$ cat src/rtl/vec3_pair_packer_pkg.sv
// Shared types and constants for the vec3 pair packer and the vector math FIFOs it feeds.
package vec3_pair_packer_pkg;

  typedef logic signed [31:0] vec3_t [2:0];

  localparam int unsigned WORDS_PER_PAIR = 6;
  localparam int unsigned IDX_W          = 3;

  typedef logic [IDX_W-1:0] idx_t;

  localparam idx_t LAST_IDX = idx_t'(WORDS_PER_PAIR - 1);
  localparam idx_t Y_BASE   = idx_t'(3);

  typedef enum logic [0:0] {
    StCollect,
    StWrite
  } state_e;

  // Word k of a group lands in component k of x, or component k-3 of y.
  function automatic logic [1:0] slot_of(idx_t idx);
    idx_t rel;
    rel = (idx < Y_BASE) ? idx : idx - Y_BASE;
    return rel[1:0];
  endfunction

  function automatic logic is_x_word(idx_t idx);
    return idx < Y_BASE;
  endfunction

endpackage

$ cat src/rtl/vec3_pair_packer.sv
// Pops six scalar words from an FWFT FIFO and pushes them as one (x, y) vec3 operand pair.
module vec3_pair_packer
  import vec3_pair_packer_pkg::*;
#(
  parameter int unsigned DATA_WIDTH = 32,
  parameter int unsigned CNT_WIDTH  = 32
) (
  input  logic                  clock,
  input  logic                  reset,
  input  logic [DATA_WIDTH-1:0] in_dout,
  input  logic                  in_empty,
  output logic                  in_rd_en,
  output logic [DATA_WIDTH-1:0] out_x [3],
  output logic [DATA_WIDTH-1:0] out_y [3],
  input  logic                  out_full,
  output logic                  out_wr_en,
  output logic [CNT_WIDTH-1:0]  pair_count
);

  state_e state_q, state_d;
  idx_t   idx_q;
  logic   last_word;

  assign last_word = (idx_q == LAST_IDX);

  // Handshakes are gated by reset so a pending pair is never pushed and no word is
  // popped while the block is being cleared.
  always_comb begin
    state_d   = state_q;
    in_rd_en  = 1'b0;
    out_wr_en = 1'b0;
    unique case (state_q)
      StCollect: begin
        if (!in_empty && !reset) begin
          in_rd_en = 1'b1;
          if (last_word) begin
            state_d = StWrite;
          end
        end
      end
      StWrite: begin
        if (!out_full && !reset) begin
          out_wr_en = 1'b1;
          state_d   = StCollect;
        end
      end
      default: state_d = StCollect;
    endcase
  end

  always_ff @(posedge clock) begin
    if (reset) begin
      state_q    <= StCollect;
      idx_q      <= '0;
      out_x      <= '{default: '0};
      out_y      <= '{default: '0};
      pair_count <= '0;
    end else begin
      state_q <= state_d;
      if (in_rd_en) begin
        if (is_x_word(idx_q)) begin
          out_x[slot_of(idx_q)] <= in_dout;
        end else begin
          out_y[slot_of(idx_q)] <= in_dout;
        end
        idx_q <= last_word ? '0 : idx_q + idx_t'(1);
      end
      if (out_wr_en) begin
        pair_count <= pair_count + CNT_WIDTH'(1);
      end
    end
  end

endmodule

$ cat config.mk
export PLATFORM = sky130hd
export DESIGN_NAME = vec3_pair_packer
export DESIGN_NICKNAME = d
export VERILOG_FILES = /design/src/rtl/vec3_pair_packer_pkg.sv /design/src/rtl/vec3_pair_packer.sv
export SDC_FILE = /design/constraint.sdc
export NUM_CORES = 1
export LEC_CHECK = 0
export CORE_ASPECT_RATIO = 1.2
export CORE_MARGIN = 3
export CORE_UTILIZATION = 45
export DETAILED_ROUTE_END_ITERATION = 8
export PLACE_DENSITY = 0.8
export SLEW_MARGIN = 20
export SYNTH_ARGS = -nofsm -noshare
export SYNTH_HDL_FRONTEND = slang
export SYNTH_SLANG_ARGS = --single-unit
$ cat constraint.sdc
create_clock -name clock -period 2.78 [get_ports clock]
set_clock_uncertainty 0.2 [all_clocks]
set_input_delay 0.556 -clock clock [delete_from_list [all_inputs] [get_ports clock]]
set_output_delay 0.556 -clock clock [all_outputs]
set_load 0.1 [all_outputs]
==> impl_metrics.toml <==
[outcome]
status = "complete, no violations"

[drt]
wl_per_cell_um = 17.3
dr.pass1.iters = 5
first_iter_violations = 697
vias_per_cell = 5.36
postRouteAntennaNets = 0
drc = 0
num_vias = 8245
totalWireLength_um = 26600

[floorplan]
core_sq_um = 18200
num_rows = 54
die_h_um = 156
die_width_um = 131
dieArea_sq_um = 20300
ioPinCount = 262
start_util_pct = 46.0

[timing]
worst_slew_pin_slew_ns = 0.886
fin_crit_ns = 2.56
finalHoldViolCount = 0
tns_ns = 0
finalSetupViolations = 0
maxClockFrequency_mhz = 390
maxSlewHeadroom_pct = 41.0
period_share_pct = 92.1
rsz0062_at_grt = "no"
drv_slew = 0

[pwr]
power_leakage_nw = 4.46
total_power_mw = 6.97
ir_drop_mv = 0.478
pwr_density_cell_nw_per_um2 = 607

[critical_path]
worstPathRequired_ns = 2.02
critical_path.max_fanout = 3
crit_buf_inv = 4
path_cells = "clkdlybuf4s50_1, or3b_1, buf_4, inv_1, buf_12"
worstSetupStartpointType = "input pin"
slowest_stage = "clkdlybuf4s50_1"
cp_data_arrival_time_ns = 1.80
critPathKind = "in -> out"
critPathMaxStageDelay_ns = 0.45
end_kind = "primary output"
cp_top_family = "buffers and inverters"

[yosys]
syn_avg_cell_area_sq_um = 7.93
ys_seq_area_share_pct = 54.4
synth-seq-cells = 228
yosys_most_used_dff = "dfxtp_1"
ys_types = 36
synthArstFlopShare_pct = 0
synth-edff-count = 0
ys_warn_count = 0
synthesis.area_sq_um = 8380
syn_inst = 1057
synth_nets = 1096

[clock_tree]
ctsResizeCount = 0
post_cts_buffers = 0
clockRootBuffer = "clkbuf_16"
cts_tree = "done"
clk_latency_ns = 0.49
clkTransAtPathRegs_ns = 0.06
clock-sinks = 228
cts_buffers = 22
clock_path_buffers = 3
cts_hold_buf = 0
h-tree-depth = 1

[final_layout]
layout_commonest_cell = "nand2_1"
fillers = 1628
antenna_cells = 0
syn2layout_area_growth_pct = 36.9
final_cell_mix = "nand2_1 (394), buf_4 (259), dfxtp_1 (226), a21oi_1 (216), clkdlybuf4s50_1 (34)"
layout-drive-gt1-share_pct = 23.4
instances_no_fill = 1538
fin_nets = 1339
regArea_sq_um = 4570
multi_input_area_sq_um = 3530

[min_path]
hp-class = "reg -> reg"

[place]
port_buffers = 261
gp_congestion = 0.857
dp_hpwl_um = 18500
dp_cells = 1500

[global_routing]
grt_max_degree = 85
grt_overflow = 0
track_usage_pct = 25.1
antenna_found_initial = 0
first_global_vias = 7595
grt_first_pass_wirelength_um = 41000

[job]
drv_cap = 0
==> sequential cells by signal (all words and copies together) (netlist names) <==
register	cells
out_x	96
out_y	96
pair_count	32
idx_q	3
state_q	1
==> power breakdown <==
part	switching, mW	total (mW)	internal, mW
Combinational	0.520	0.673	0.153
Clock	1.20	2.96	1.76
Sequential	0.0281	3.34	3.31
==> stage by stage <==
step	hold slack, ns	area, sq um	setup WS [ns]	util (%)
2_1_floorplan	0.291	8400	0.0180	-
3_3_place_gp	0.242	10700	0.0564	58.9
3_5_place_dp	0.247	10700	0.0392	58.9
4_1_cts	0.255	11500	0.225	62.9
5_1_grt	0.269	11500	0.197	62.9
6_report	0.254	11500	0.219	62.9
==> synth_stat cells (2+ instances only) <==
master    number  area, sq um
or3_1          5         31.3
nor2b_1        2         12.5
and2_1         4         25.0
nor2_1        16         60.1
nand3b_1       2         15.0
nand2_1      394         1480
and4_1         6         52.6
o31ai_1       16          120
buf_2         10         50.1
ha_1           3         37.5
dfxtp_1      228         4560
nor4_1         3         18.8
nand4_1       12         75.1
inv_1          4         15.0
or4_1         15          113
clkbuf_1      66          248
xor2_1         7         61.3
a21oi_1      216         1080
and3_1         5         31.3
xnor2_1        3         26.3
o21ai_0        8         40.0
nand3_1       16         80.1
nor4bb_1       3         30.0
==> cells by family after synthesis <==
logic type	Yosys count	synth area share, %
simple gates	491	25.0
compound gates	241	14.9
flops	228	54.4
buf+inv	82	3.95
xor+xnor	10	1.04
fa+ha+maj	3	0.448
mux	2	0.254
==> worst reg2reg max path, cell delays in order, from the launching register on <==
cell	delay, ns
dfxtp_2	0.40
ha_1	0.18
nor4bb_1	0.26
buf_4	0.21
nand4_1	0.23
or4_1	0.53
a21oi_1	0.15
==> cell type report <==
class	count	share of cell area, %
clock buffer	31	5.80
clock inverter	7	0.545
inverter	4	0.131
multi-input combinational	747	30.8
sequential	228	39.8
tap	224	2.44
timing repair buffer	297	20.5
==> per-layer routing <==
| layer | global-route usage, % | vias up | part of all wire (%) |
|---|---|---|---|
| li1 | - | 4016 | - |
| met1 | 32.2 | 3822 | 40 |
| met2 | 41.6 | 346 | 48 |
| met3 | 4.88 | 61 | 8.2 |
| met4 | 9.65 | 0 | 3.7 |
| met5 | 0 | - | 0 |
==> path summary, 6_finish.rpt <==
path | from | endpoint | cells past startpoint | slack (ns)
hold reg to reg | out_x[93]$_SDFFE_PP0P_ | out_x[93]$_SDFFE_PP0P_ | 2 | 0.25
hold / removal | out_x[93]$_SDFFE_PP0P_ | out_x[93]$_SDFFE_PP0P_ | 2 | 0.25
setup / recovery | out_full | out_wr_en | 5 | 0.22
setup reg to reg | pair_count[0]$_SDFFE_PP0P_ | pair_count[26]$_SDFFE_PP0P_ | 6 | 0.56
Note: power is estimated with default switching activity, not from simulation.
